===== src/rtl/sad_search_ctrl.sv =====
`default_nettype none
// ============================================================================
//  Module   : sad_search_ctrl
//  Brief    : Block-matching search controller. Issues a fixed list of
//             candidate blocks to the 4x8 SAD datapath, follows each issue
//             through the datapath latency with a token pipe, and keeps the
//             minimum SAD and the index of the candidate that produced it.
//  Revision : 1.0 - initial release
// ============================================================================
module sad_search_ctrl #(
    parameter int WIDTH    = 8,   // pixel width
    parameter int NUM_CAND = 16,  // candidates per search (>= 1)
    parameter int IDX_W    = 4,   // candidate index width, 2**IDX_W >= NUM_CAND
    parameter int SAD_LAT  = 2    // cycles from sad_en to the matching sad_in
) (
    input  logic               clk,
    input  logic               rst,
    input  logic               start,
    input  logic               cand_valid,
    output logic [IDX_W-1:0]   cand_idx,
    output logic               sad_en,
    input  logic [WIDTH+4:0]   sad_in,
    output logic               busy,
    output logic               done,
    output logic [WIDTH+4:0]   best_sad,
    output logic [IDX_W-1:0]   best_idx
);

    // Index of the final candidate; issuing it ends the ISSUE phase.
    localparam logic [IDX_W-1:0] c_LAST_IDX = IDX_W'(NUM_CAND - 1);

    typedef enum logic [1:0] {
        S_IDLE  = 2'd0,
        S_ISSUE = 2'd1,
        S_DRAIN = 2'd2,
        S_DONE  = 2'd3
    } state_t;

    state_t                        r_state;
    state_t                        w_state_nxt;

    // Issue counter; doubles as the registered cand_idx output.
    logic [IDX_W-1:0]              r_cnt;

    // Token pipe: one slot per cycle of datapath latency. A valid token at
    // the last stage means sad_in currently carries that candidate's SAD.
    logic [SAD_LAT-1:0]            r_tok_vld;
    logic [SAD_LAT-1:0][IDX_W-1:0] r_tok_idx;
    logic [SAD_LAT-1:0]            w_vld_shift;
    logic [SAD_LAT-1:0][IDX_W-1:0] w_idx_shift;

    logic [WIDTH+4:0]              r_best_sad;
    logic [IDX_W-1:0]              r_best_idx;

    logic                          w_accept;
    logic                          w_issue;
    logic                          w_last_issue;
    logic                          w_pipe_empty_nxt;
    logic                          w_out_vld;
    logic [IDX_W-1:0]              w_out_idx;
    logic                          w_better;

    // A start is only honoured from IDLE; elsewhere it is dropped.
    assign w_accept     = (r_state == S_IDLE) && start;
    // A candidate is issued in every ISSUE cycle where fetch has data ready.
    assign w_issue      = (r_state == S_ISSUE) && cand_valid;
    assign w_last_issue = w_issue && (r_cnt == c_LAST_IDX);

    // Last pipe stage lines up with the datapath output for this cycle.
    assign w_out_vld    = r_tok_vld[SAD_LAT-1];
    assign w_out_idx    = r_tok_idx[SAD_LAT-1];
    // Strict compare so that ties keep the earlier (lower) index.
    assign w_better     = w_out_vld && (sad_in < r_best_sad);

    assign cand_idx     = r_cnt;
    assign best_sad     = r_best_sad;
    assign best_idx     = r_best_idx;

    // Next contents of the token pipe: new token in, everything moves one on.
    always_comb begin
        w_vld_shift    = '0;
        w_idx_shift    = '0;
        w_vld_shift[0] = w_issue;
        w_idx_shift[0] = r_cnt;
        for (int k = 1; k < SAD_LAT; k++) begin
            w_vld_shift[k] = r_tok_vld[k-1];
            w_idx_shift[k] = r_tok_idx[k-1];
        end
    end

    // DRAIN ends once the shifted pipe no longer carries any issued candidate.
    assign w_pipe_empty_nxt = (w_vld_shift == '0);

    // State register.
    always_ff @(posedge clk) begin
        if (rst) begin
            r_state <= S_IDLE;
        end else begin
            r_state <= w_state_nxt;
        end
    end

    // Next-state decode and state-derived outputs.
    always_comb begin
        w_state_nxt = r_state;
        sad_en      = 1'b0;
        busy        = 1'b0;
        done        = 1'b0;
        case (r_state)
            S_IDLE: begin
                if (start) begin
                    w_state_nxt = S_ISSUE;
                end
            end
            S_ISSUE: begin
                busy   = 1'b1;
                sad_en = cand_valid;
                if (w_last_issue) begin
                    w_state_nxt = S_DRAIN;
                end
            end
            S_DRAIN: begin
                busy = 1'b1;
                if (w_pipe_empty_nxt) begin
                    w_state_nxt = S_DONE;
                end
            end
            S_DONE: begin
                busy        = 1'b1;
                done        = 1'b1;
                w_state_nxt = S_IDLE;
            end
            default: begin
                w_state_nxt = S_IDLE;
            end
        endcase
    end

    // Issue counter: holds on stalls, returns to zero after the last issue
    // so cand_idx rests at 0 outside a search.
    always_ff @(posedge clk) begin
        if (rst) begin
            r_cnt <= '0;
        end else if (w_accept) begin
            r_cnt <= '0;
        end else if (w_issue) begin
            if (w_last_issue) begin
                r_cnt <= '0;
            end else begin
                r_cnt <= r_cnt + IDX_W'(1);
            end
        end
    end

    // Token pipe shifts every cycle; stalls and DRAIN insert empty tokens.
    always_ff @(posedge clk) begin
        if (rst) begin
            r_tok_vld <= '0;
            r_tok_idx <= '0;
        end else begin
            r_tok_vld <= w_vld_shift;
            r_tok_idx <= w_idx_shift;
        end
    end

    // Best-match tracking: seeded to all ones on accept, then lowered by
    // each returning SAD. Values persist between searches.
    always_ff @(posedge clk) begin
        if (rst) begin
            r_best_sad <= '0;
            r_best_idx <= '0;
        end else if (w_accept) begin
            r_best_sad <= '1;
            r_best_idx <= '0;
        end else if (w_better) begin
            r_best_sad <= sad_in;
            r_best_idx <= w_out_idx;
        end
    end

endmodule
`default_nettype wire


===== config.mk =====
export PLATFORM = sky130hd
export DESIGN_NAME = sad_search_ctrl
export DESIGN_NICKNAME = d
export VERILOG_FILES = /design/src/rtl/sad_search_ctrl.sv
export SDC_FILE = /design/constraint.sdc
export NUM_CORES = 1
export LEC_CHECK = 0
export CAP_MARGIN = 20
export CORE_MARGIN = 2
export CORE_UTILIZATION = 30
export CTS_BUF_LIST = sky130_fd_sc_hd__clkbuf_8
export DETAILED_ROUTE_END_ITERATION = 8
export PLACE_DENSITY = 0.59
export SETUP_SLACK_MARGIN = 0.15
export SLEW_MARGIN = 15
export SYNTH_ARGS = -nofsm -noshare
export SYNTH_HDL_FRONTEND = slang
export SYNTH_SLANG_ARGS = --single-unit

===== constraint.sdc =====
create_clock -name clk -period 3.1 [get_ports clk]
set_clock_uncertainty 0.05 [all_clocks]
set_input_delay 0.62 -clock clk [delete_from_list [all_inputs] [get_ports clk]]
set_output_delay 0.62 -clock clk [all_outputs]
set_load 0.03 [all_outputs]

# ---- Word level (Yosys, flattened, before mapping)
# Cells that the tools add are included.
dict set report classes {
  n_addsub 1
  n_lt_le_gt_ge 1
  n_eq_ne 7
  n_mux 10
  reduce_logical 10
}
# operator n
set op_table {}
lappend op_table {{$mux W13} 2}
lappend op_table {{$lt A13 B13 Y1} 1}
lappend op_table {{$pmux W2 S4} 1}
lappend op_table {{$mux W2} 3}
lappend op_table {{$ne A2 B2 Y1 const B} 3}
lappend op_table {{$add A4 B1 Y4 const B} 1}
lappend op_table {{$eq A2 B2 Y1 const B} 2}
lappend op_table {{$eq A4 B4 Y1 const B} 1}
lappend op_table {{$logic_and A1 B1 Y1} 4}
lappend op_table {{$logic_not A2 Y1} 2}
lappend op_table {{$mux W4} 1}
lappend op_table {{$mux W1} 3}
lappend op_table {{$reduce_and A3 Y1} 1}
lappend op_table {{$reduce_or A3 Y1} 1}
lappend op_table {{$eq A2 B1 Y1 const B} 1}
lappend op_table {{$reduce_bool A2 Y1} 1}
lappend op_table {{$reduce_or A2 Y1} 1}
dict set report word_totals {
  ff_bits 33
  in_bits 17
  output_inout_bits 24
  elab_cells 36
}

# ---- Depth between registers and ports, before layout
# Gate-level depths: netlist of the first run.
dict set report depth {
  word_depth 5
  depth_mapped 9
  depth_no_buf 7
}

# ---- Worst setup path before layout of the first run
# Ideal clock, no wire load.
dict set report synth_path {
  path_type {input-to-reg}
  startpoint {input port sad_in[11]}
  endpoint {register r_best_sad[10], in the netlist best_sad[10]}
  setup_ns 0.137
  t_arrival_ns 1.959
  required_ns 2.913
  path_slack_ns 0.954
  cell_stages 8
  path_buffers 2
  path_cell_list {ha_1 > nand4_2 > or3_4 > and3_1 > buf_6 > buf_8 > nand3_2 > a31oi_1}
}
dict set report synth_via {
  elab_chain_len 3
}
# element line
set synth_lines {}
lappend synth_lines {{from (decl)} 22} ;# input logic [WIDTH+4:0] sad_in,
lappend synth_lines {{$lt A13 B13 Y1} 73} ;# assign w_better = w_out_vld && (sad_in < r_best_sad);
lappend synth_lines {{$logic_and A1 B1 Y1} 73}
lappend synth_lines {{$reduce_bool A2 Y1 (no source line)} --}
lappend synth_lines {{to (signal assigned)} 176} ;# r_best_sad <= sad_in;
lappend synth_lines {{to (decl)} 52} ;# logic [WIDTH+4:0] r_best_sad;
# Every way passes these cells.
# A chain may end at the register's enable or synchronous reset.

# ---- Final worst setup path of the first run
dict set report layout_path {
  startpoint {input port cand_valid}
  endpoint {output port sad_en}
}
dict set report layout_via {
  elab_chain_len 1
}
# element line
set layout_lines {}
lappend layout_lines {{from (decl)} 19} ;# input logic cand_valid,
lappend layout_lines {{$mux W1} 109} ;# case (r_state)
lappend layout_lines {{to (decl)} 21} ;# output logic sad_en,
# Every way passes these cells.

==> metrics.csv, run 1 <==
stage,metric,value,unit
outcome,status,completed,
synth,seq_area_frac_synth,39.76,%
setup_path,cp_common_cell,clkdlybuf4s50_1,
drt,num_vias,1454,
floorplanning,core,5439,um^2
grt,grt_max_degree,27,
setup_path,cp-end-kind,output port,
sta,relSlewSlack,49.64,%
synth,yosys-top-cells-area,"dfxtp_1 (40%), ha_1 (14%), o21ai_0 (5.7%)",
setup_path,arrival,2090,ps
min_path,hold_depth,1,
cts,cts_setup_buffers,0,
final_layout,synthToLayoutAreaGrowth,31.93,%
setup_path,path_cells,"clkdlybuf4s50_1, nand2_1, inv_1, clkdlybuf4s50_1",
synth,synth_edf_count,0,
placed_design,placed_cells,293,
final_layout,drive_gt1_share,7.895,%
grt,antenna_found_initial,0,
synth,synth.distinct_cells,33,
sta,final.setup.tns,0,ps
sta,max_freq,362.3,MHz
placed_design,dpl.hpwl,2658,um
grt,grtUsageTotal,13.48,%
power,swShare,37.97,%
power,pwr-share-seq,37.0,%
sta,worst_slew_pin_slew,755.5,ps
grt,grt_pass1_wl,6527,um
cts,numCtsBuffers,5,
power,p_leak,0.8199,nW
synth,yosys.area.top_type,dfxtp_1,
drt,wl_per_cell,12.97,um
sta,rsz0062_at_grt,false,
power,internal_power,919.9,uW
power,peakVddDrop,0.3363,mV
placed_design,port_buffers,40,
setup_path,path_class,in -> out,
floorplanning,dieHeight,78.42,um
synth,synth_warnings,0,
cts,clockBufferDepth,2,
synth,syn_avg_cell_area,8.838,um^2
synth,synth_ff_type,dfxtp_1,
final_layout,layout_commonest_cell,clkdlybuf4s50_1,
cts,clock_latency,280,ps
grt,grt_pass1_vias,1451,
drt,ant_nets,0,
sta,period_minus_slack,2760,ps
cts,cts_hold_buf,0,
floorplanning,fp-row-count,27,
floorplanning,die-width,78.42,um
setup_path,r2r_cells,7,
setup_path,startpoint,cand_valid,
synth,synth_nets,223,
drt,firstDrtPassIters,4,
cts,cts.clk_slew.worst_paths,60,ps
drt,drc_errors,0,
floorplanning,start_util,30.55,%
power,powerDensity,676.5,nW/um^2
power,combPwrFrac,41.3,%
final_layout,fin_cells,300,
min_path,min_path_type,reg -> reg,
flow_run,timing.max_cap.violations,0,
synth,synth-async-reset-ratio,0,%
drt,vias_per_cell,4.847,
sta,hold_viol,0,
cts,cts_htree_levels,2,
synth,netlist_area,1662,um^2
cts,cts-root-buf,clkbuf_8,
cts,cts_tree,yes,
drt,drt-initial-drc-count,93,
grt,grt_overflow_total,0,
power,clkPwrFrac,21.8,%
sta,finalMaxSlewViolations,0,
final_layout,final_cell_mix,"clkdlybuf4s50_1 (40), dfxtp_1 (33), inv_1 (19), o21ai_0 (19), ha_1 (18)",
floorplanning,io_pins,41,
sta,finalSetupViolCount,0,
drt,drt_wl_total,3890,um
sta,period_share,89.03,%
setup_path,setup.worst_path.start_class,primary input,
synth,synth_top_area_share,39.76,%
final_layout,layout.nets,263,
setup_path,cp.required,2430,ps
cts,cts_resized,0,
power,p_sw,563.1,uW
placed_design,gp_congestion,0.8071,
synth,ys_ff_latch,33,
final_layout,num_antenna_cells,0,
setup_path,timing.rr.start,best_sad[9]$_SDFFE_PP0P_,
setup_path,cpMaxStageDelayCell,clkdlybuf4s50_1,
synth,synthCells,188,
floorplanning,die_area,6150,um^2
setup_path,slowest_delay,690,ps
cts,cts.sinks,33,
setup_path,cp_max_fo,5,
min_path,min_from,r_tok_idx[3]$_SDFF_PP0_,
-- worst paths after layout --
| path | slack (ps) | end |
|---|---|---|
| setup / recovery | 340 | sad_en |
| setup reg to reg | 900 | best_sad[0]$_SDFFE_PP0P_ |
| hold / removal | 390 | w_out_idx[3]$_SDFF_PP0_ |
| hold reg to reg | 390 | w_out_idx[3]$_SDFF_PP0_ |
-- synthesized netlist by cell type, types with 2 or more instances --
library cell	instances
and3_1	2
dfxtp_1	33
nor2_1	8
a211oi_1	2
nand3_2	7
ha_1	18
nand3_1	13
a21oi_1	12
nor2b_1	9
o21ai_0	19
inv_1	18
buf_6	2
a31oi_1	13
nand2_1	9
clkbuf_1	5
-- layout make-up --
class | instances | area, um^2
inverter | 18 | 67.56
clock buffer | 6 | 82.58
multi-input combinational | 127 | 864.6
clock inverter | 1 | 3.754
timing repair buffer | 43 | 422.9
tap | 72 | 90.09
sequential | 33 | 660.6
fill | 552 | 3247
-- per-stage QoR --
stage	power [mW]	instance area [um^2]	utilization, %	setup WS (ps)	hold WS, ps
finish	1.483	2192	40.30	340.1	385.2
global route	1.591	2192	40.30	254.6	406.2
CTS	1.501	2192	40.30	337.4	389.4
detailed placement	1.173	2106	38.72	189.6	375.8
global placement	1.165	2106	38.72	221.0	368.9
floorplan	0.9501	1662	-	954.5	363.8
-- flip-flops by register name, summed over array words and instances (netlist names) --
register and flops:
best_idx 4, best_sad 13, cand_idx 4, r_state 2, r_tok_idx 4, r_tok_vld 2
w_out_idx 4
-- layer usage --
| layer | vias up | wire length [um] | share of wire, % | global-route usage [%] |
|---|---|---|---|---|
| li1 | 739 | - | - | - |
| met1 | 668 | 1850 | 48 | 16.71 |
| met2 | 37 | 1776 | 46 | 21.81 |
| met3 | 10 | 174 | 4.5 | 3.678 |
| met4 | 0 | 89 | 2.3 | 6.140 |
| met5 | - | 0 | 0 | 0 |
-- critical path, delay by kind of cell --
family,cells,cell delay [ps]
AND/OR/NAND/NOR,1,140
buffers and inverters,3,1340
-- logic make-up after synthesis --
logic type	Yosys count	share of synthesized area (%)
adder cells (fa/ha/maj)	18	13.55
AO/OA/AOI/OAI	52	17.92
XOR/XNOR	1	0.5272
AND/OR/NAND/NOR	55	19.43
buffers and inverters	28	8.207
flip-flops	33	39.76
multiplexers	1	0.6024
-- power groups by stage --
stage               registers, mW  clock network, mW  logic, mW
CTS                         0.549              0.333      0.619
floorplan                   0.645                  0      0.305
global route                0.559              0.349      0.684
finish                      0.548              0.323      0.612
global placement            0.557                  0      0.608
detailed placement          0.558                  0      0.615
No activity file was read; power rests on OpenSTA's default activity.
==> inputs of run 2 (changes only) <==
CAP_MARGIN = 5   (was 20)
SKIP_LAST_GASP = 1   (was not set)
clock period = 2.7 ns   (was 3.1 ns; I/O delays follow)
==> run 2 against run 1 <==
Compared with the run above:
- utilization up 1.5 points
- largest power group unchanged
- total power up 29%
- routed wire length down 4.2%
- critical endpoint is now busy
- hold slack better by 4.1 ps
- sequential cell count unchanged
- largest cell class unchanged
- via count up 1.3%
- setup slack better by 20 ps
==> metrics.csv, run 2 (synthesis gave the netlist of run 1 again) <==
stage,metric,value,unit
outcome,status,completed,
final_layout,layout_commonest_cell,clkdlybuf4s50_1,
power,combPwrFrac,37.7,%
power,powerDensity,843.4,nW/um^2
drt,drt_wl_total,3726,um
floorplanning,die_area,6150,um^2
placed_design,gp_congestion,0.7836,
drt,drc_errors,0,
grt,grt_overflow_total,0,
power,swShare,35.24,%
min_path,min_path_type,reg -> reg,
flow_run,timing.max_cap.violations,0,
grt,grt_pass1_wl,6644,um
placed_design,placed_cells,297,
grt,grt_pass1_vias,1521,
sta,relSlewSlack,66.76,%
floorplanning,io_pins,41,
setup_path,cp_max_fo,4,
sta,finalSetupViolCount,0,
final_layout,final_cell_mix,"clkdlybuf4s50_1 (39), dfxtp_1 (33), o21ai_0 (19), inv_1 (18), ha_1 (18)",
setup_path,setup.worst_path.start_class,flip-flop,
cts,cts_tree,yes,
sta,max_freq,427.3,MHz
sta,rsz0062_at_grt,false,
placed_design,port_buffers,40,
drt,wl_per_cell,12.22,um
grt,grtUsageTotal,13.65,%
setup_path,cp.required,2110,ps
sta,final.setup.tns,0,ps
power,peakVddDrop,0.5360,mV
drt,ant_nets,0,
floorplanning,start_util,30.55,%
cts,cts-root-buf,clkbuf_8,
power,clkPwrFrac,29.6,%
cts,cts.sinks,33,
setup_path,path_class,reg -> out,
setup_path,cp-end-kind,output port,
power,p_sw,676.5,uW
floorplanning,fp-row-count,27,
sta,period_share,86.68,%
sta,period_minus_slack,2340,ps
cts,clock_latency,290,ps
final_layout,drive_gt1_share,10.30,%
floorplanning,core,5439,um^2
placed_design,dpl.hpwl,2625,um
setup_path,arrival,1750,ps
final_layout,synthToLayoutAreaGrowth,36.97,%
grt,antenna_found_initial,0,
sta,finalMaxSlewViolations,0,
drt,num_vias,1473,
final_layout,n_fill_cell,550,
setup_path,r2r_cells,7,
min_path,hold_depth,1,
drt,vias_per_cell,4.830,
cts,cts_hold_buf,0,
power,p_leak,0.8764,nW
cts,cts.clk_slew.worst_paths,80,ps
drt,drt-initial-drc-count,56,
drt,firstDrtPassIters,4,
cts,cts_htree_levels,2,
final_layout,fin_cells,305,
power,internal_power,1.243,mW
grt,grt_max_degree,27,
final_layout,layout.nets,267,
cts,clockBufferDepth,2,
sta,worst_slew_pin_slew,498.6,ps
final_layout,largest_register_ff_count,13,
floorplanning,die-width,78.42,um
sta,hold_viol,0,
cts,numCtsBuffers,5,
floorplanning,dieHeight,78.42,um
final_layout,num_antenna_cells,0,
power,pwr-share-seq,32.7,%
[run 2: cell type report]
class / count / area (um^2) / area share, %
multi-input cells: 127 / 864.6 / 37.99
flip-flops and latches: 33 / 660.6 / 29.03
repair buffers: 47 / 455.4 / 20.01
well taps: 72 / 90.09 / 3.958
clock buffers: 5 / 68.82 / 3.024
clock inverters: 3 / 68.82 / 3.024
inverters: 18 / 67.56 / 2.969
[run 2: path summary, 6_finish.rpt]
path	start	endpoint	slack [ps]
max	r_state[0]$_SDFFE_PP0P_	busy	360
min	r_tok_idx[0]$_SDFF_PP0_	w_out_idx[0]$_SDFF_PP0_	390
max reg2reg	best_sad[4]$_SDFFE_PP0P_	best_sad[1]$_SDFFE_PP0P_	730
min reg2reg	r_tok_idx[0]$_SDFF_PP0_	w_out_idx[0]$_SDFF_PP0_	390
[run 2: metrics by stage]
step	setup WS [ps]	power [mW]	utilization, %	hold WS (ps)	cell area [um^2]
final	359.6	1.920	41.85	389.3	2276
after global routing	266.8	2.048	41.85	403.2	2276
after CTS	176.6	1.937	41.80	392.3	2273
after detailed placement	160.2	1.361	39.27	373.9	2136
after global placement	138.4	1.352	39.27	367.6	2136
after floorplan	590.9	1.091	-	363.8	1662
[run 2: what timing repair did]
action,4_1_cts,5_1_grt
buffers inserted,0,0
endpoints found under the setup margin,0,1
gates resized for setup,0,1
[run 2: routing by layer]
metal	up-vias	routed length (um)	global-route usage, %	share of wire, %
li1	746	-	-	-
met1	678	1796	16.99	48
met2	39	1647	21.29	44
met3	10	193	4.138	5.2
met4	0	88	7.018	2.4
met5	-	0	0	0
[run 2: critical path, cell delays in order (launching register included)]
cell and delay, ps:
dfxtp_1 390, inv_1 100, ha_1 220, inv_1 90
clkdlybuf4s50_1 670
[run 2: power groups by stage]
stage | combinational [mW] | sequential, mW | clock (mW)
5_1_grt | 0.803 | 0.640 | 0.605
2_1_floorplan | 0.350 | 0.741 | 0
6_report | 0.723 | 0.628 | 0.568
3_3_place_gp | 0.712 | 0.640 | 0
3_5_place_dp | 0.721 | 0.640 | 0
4_1_cts | 0.729 | 0.630 | 0.578
==> inputs of run 3 (changes only) <==
CORE_ASPECT_RATIO = 0.6   (was not set)
==> run 3 against run 2 <==
Compared with the run above:
- via count is 2.6% lower
- largest cell class unchanged
- maximum frequency is 0.49% higher
- critical path type unchanged
- die area is 0.32% higher
- sequential cell count stayed put
- cell count is 1.6% lower
- sequential share of layout area is 0.34 points higher
- global-route usage is 0.41 points lower
- sequential power hardly changed
==> metrics.csv, run 3 (synthesis gave the netlist of run 1 again) <==
stage,metric,value,unit
outcome,status,completed,
grt,grtUsageTotal,13.24,%
setup_path,r2r_end,best_sad[0]$_SDFFE_PP0P_,
placed_design,dpl.hpwl,2722,um
drt,wl_per_cell,12.44,um
sta,finalSetupViolCount,0,
final_layout,layout.nets,268,
setup_path,startpoint,r_state[0]$_SDFFE_PP0P_,
grt,grt_overflow_total,0,
setup_path,setup.worst_path.start_class,flip-flop,
drt,drc_errors,0,
drt,vias_per_cell,4.780,
placed_design,port_buffers,40,
floorplanning,die_area,6169,um^2
sta,max_freq,429.4,MHz
grt,grt_pass1_vias,1306,
power,clkPwrFrac,26.2,%
setup_path,path_cells,"inv_1, ha_1, inv_1, clkdlybuf4s50_1",
power,combPwrFrac,39.1,%
grt,grt_max_degree,22,
setup_path,cp_common_cell,inv_1,
cts,clock_latency,280,ps
sta,relSlewSlack,75.80,%
setup_path,slowest_delay,670,ps
cts,cts-root-buf,clkbuf_8,
floorplanning,fp-row-count,20,
setup_path,cp_max_fo,4,
final_layout,final_core_util,43.22,%
setup_path,arrival,1740,ps
final_layout,synthToLayoutAreaGrowth,35.39,%
power,p_sw,674.7,uW
setup_path,timing.rr.start,best_sad[10]$_SDFFE_PP0P_,
drt,firstDrtPassIters,4,
grt,grt_pass1_wl,6223,um
setup_path,cpMaxStageDelayCell,clkdlybuf4s50_1,
floorplanning,start_util,31.92,%
sta,hold_viol,0,
drt,drt_wl_total,3731,um
floorplanning,core,5205,um^2
drt,ant_nets,0,
sta,period_minus_slack,2329,ps
flow_run,timing.max_cap.violations,0,
setup_path,critPathTopFamily,buffers and inverters,
final_layout,final_cell_mix,"clkdlybuf4s50_1 (39), dfxtp_1 (33), o21ai_0 (19), inv_1 (18), ha_1 (18)",
placed_design,gp_congestion,0.7322,
sta,finalMaxSlewViolations,0,
cts,numCtsBuffers,5,
setup_path,cp-end-kind,output port,
setup_path,path_class,reg -> out,
final_layout,n_fill_cell,520,
grt,antenna_found_initial,0,
sta,rsz0062_at_grt,false,
cts,cts_tree,yes,
sta,worst_slew_pin_slew,363.0,ps
power,pwr-share-seq,34.7,%
final_layout,layout_commonest_cell,clkdlybuf4s50_1,
floorplanning,dieHeight,61.65,um
cts,cts.sinks,33,
cts,cts.clk_slew.worst_paths,70,ps
floorplanning,die-width,100.1,um
sta,period_share,86.26,%
cts,cts_setup_buffers,0,
drt,drt-initial-drc-count,68,
drt,num_vias,1434,
cts,clockBufferDepth,2,
floorplanning,io_pins,41,
cts,cts_htree_levels,2,
setup_path,crit_end,busy,
final_layout,num_antenna_cells,0,
min_path,min_path_type,reg -> reg,
setup_path,path_depth,4,
power,powerDensity,806.6,nW/um^2
setup_path,r2r_slack,730,ps
final_layout,drive_gt1_share,10.68,%
power,peakVddDrop,0.4726,mV
setup_path,path_buf_inv,3,
power,swShare,37.19,%
power,p_leak,0.8562,nW
power,internal_power,1.140,mW
setup_path,r2r_cells,8,
sta,final.setup.tns,0,ps
final_layout,largest_register_ff_count,13,
setup_path,cp.required,2110,ps
-- run 3: worst min-delay path by stage --
stage	startpoint	endpoint	depth (start not counted)
floorplan	r_tok_idx[0]$_SDFF_PP0_	w_out_idx[0]$_SDFF_PP0_	1
global placement	r_tok_idx[3]$_SDFF_PP0_	w_out_idx[3]$_SDFF_PP0_	1
detailed placement	r_tok_idx[1]$_SDFF_PP0_	w_out_idx[1]$_SDFF_PP0_	1
CTS	r_tok_idx[1]$_SDFF_PP0_	w_out_idx[1]$_SDFF_PP0_	1
global route	r_tok_idx[2]$_SDFF_PP0_	w_out_idx[2]$_SDFF_PP0_	1
finish	r_tok_idx[3]$_SDFF_PP0_	w_out_idx[3]$_SDFF_PP0_	1
-- run 3: final cells by class --
cell class | instances | area (um^2) | share of cell area (%)
clock buffer | 5 | 68.82 | 3.059
timing repair buffer | 48 | 459.2 | 20.41
inverter | 18 | 67.56 | 3.003
clock inverter | 3 | 46.29 | 2.058
tap | 66 | 82.58 | 3.671
sequential | 33 | 660.6 | 29.37
multi-input combinational | 127 | 864.6 | 38.43
-- run 3: repair_timing --
item | in CTS | in global routing
setup endpoints to repair | 1 | 0
hold buffers | 0 | 0
resized for setup | 1 | 0
-- run 3: worst reg2reg max path, cell delays in order, from the launching register on --
cell	delay [ps]
dfxtp_1	370
inv_1	60
ha_1	300
nand4_2	140
or3_4	410
and3_1	160
buf_4	180
nand3_1	90
a31oi_1	80
-- run 3: power groups by stage --
stage,Clock (mW),Combinational (mW),Sequential [mW]
CTS,0.488,0.716,0.631
finish,0.475,0.710,0.629
global placement,0,0.709,0.641
floorplan,0,0.350,0.741
detailed placement,0,0.715,0.641
global route,0.516,0.794,0.644
-- run 3: through the flow --
| stage | hold slack, ps | std cells | worst slack (ps) | instance area (um^2) | power, mW |
|---|---|---|---|---|---|
| floorplan | 363.8 | 188 | 590.9 | 1662 | 1.091 |
| global placement | 366.9 | 292 | 153.3 | 2136 | 1.350 |
| detailed placement | 372.6 | 292 | 110.3 | 2136 | 1.356 |
| CTS | 391.3 | 300 | 351.5 | 2250 | 1.835 |
| global route | 403.8 | 300 | 254.3 | 2250 | 1.953 |
| finish | 386.3 | 300 | 371.0 | 2250 | 1.814 |
-- run 3: routing by layer --
metal | track usage (%) | vias to the layer above | share of wire [%]
li1 | - | 753 | -
met1 | 18.13 | 624 | 51
met2 | 19.88 | 52 | 40
met3 | 4.200 | 5 | 8.2
met4 | 4.697 | 0 | 1.0
met5 | 0 | - | 0
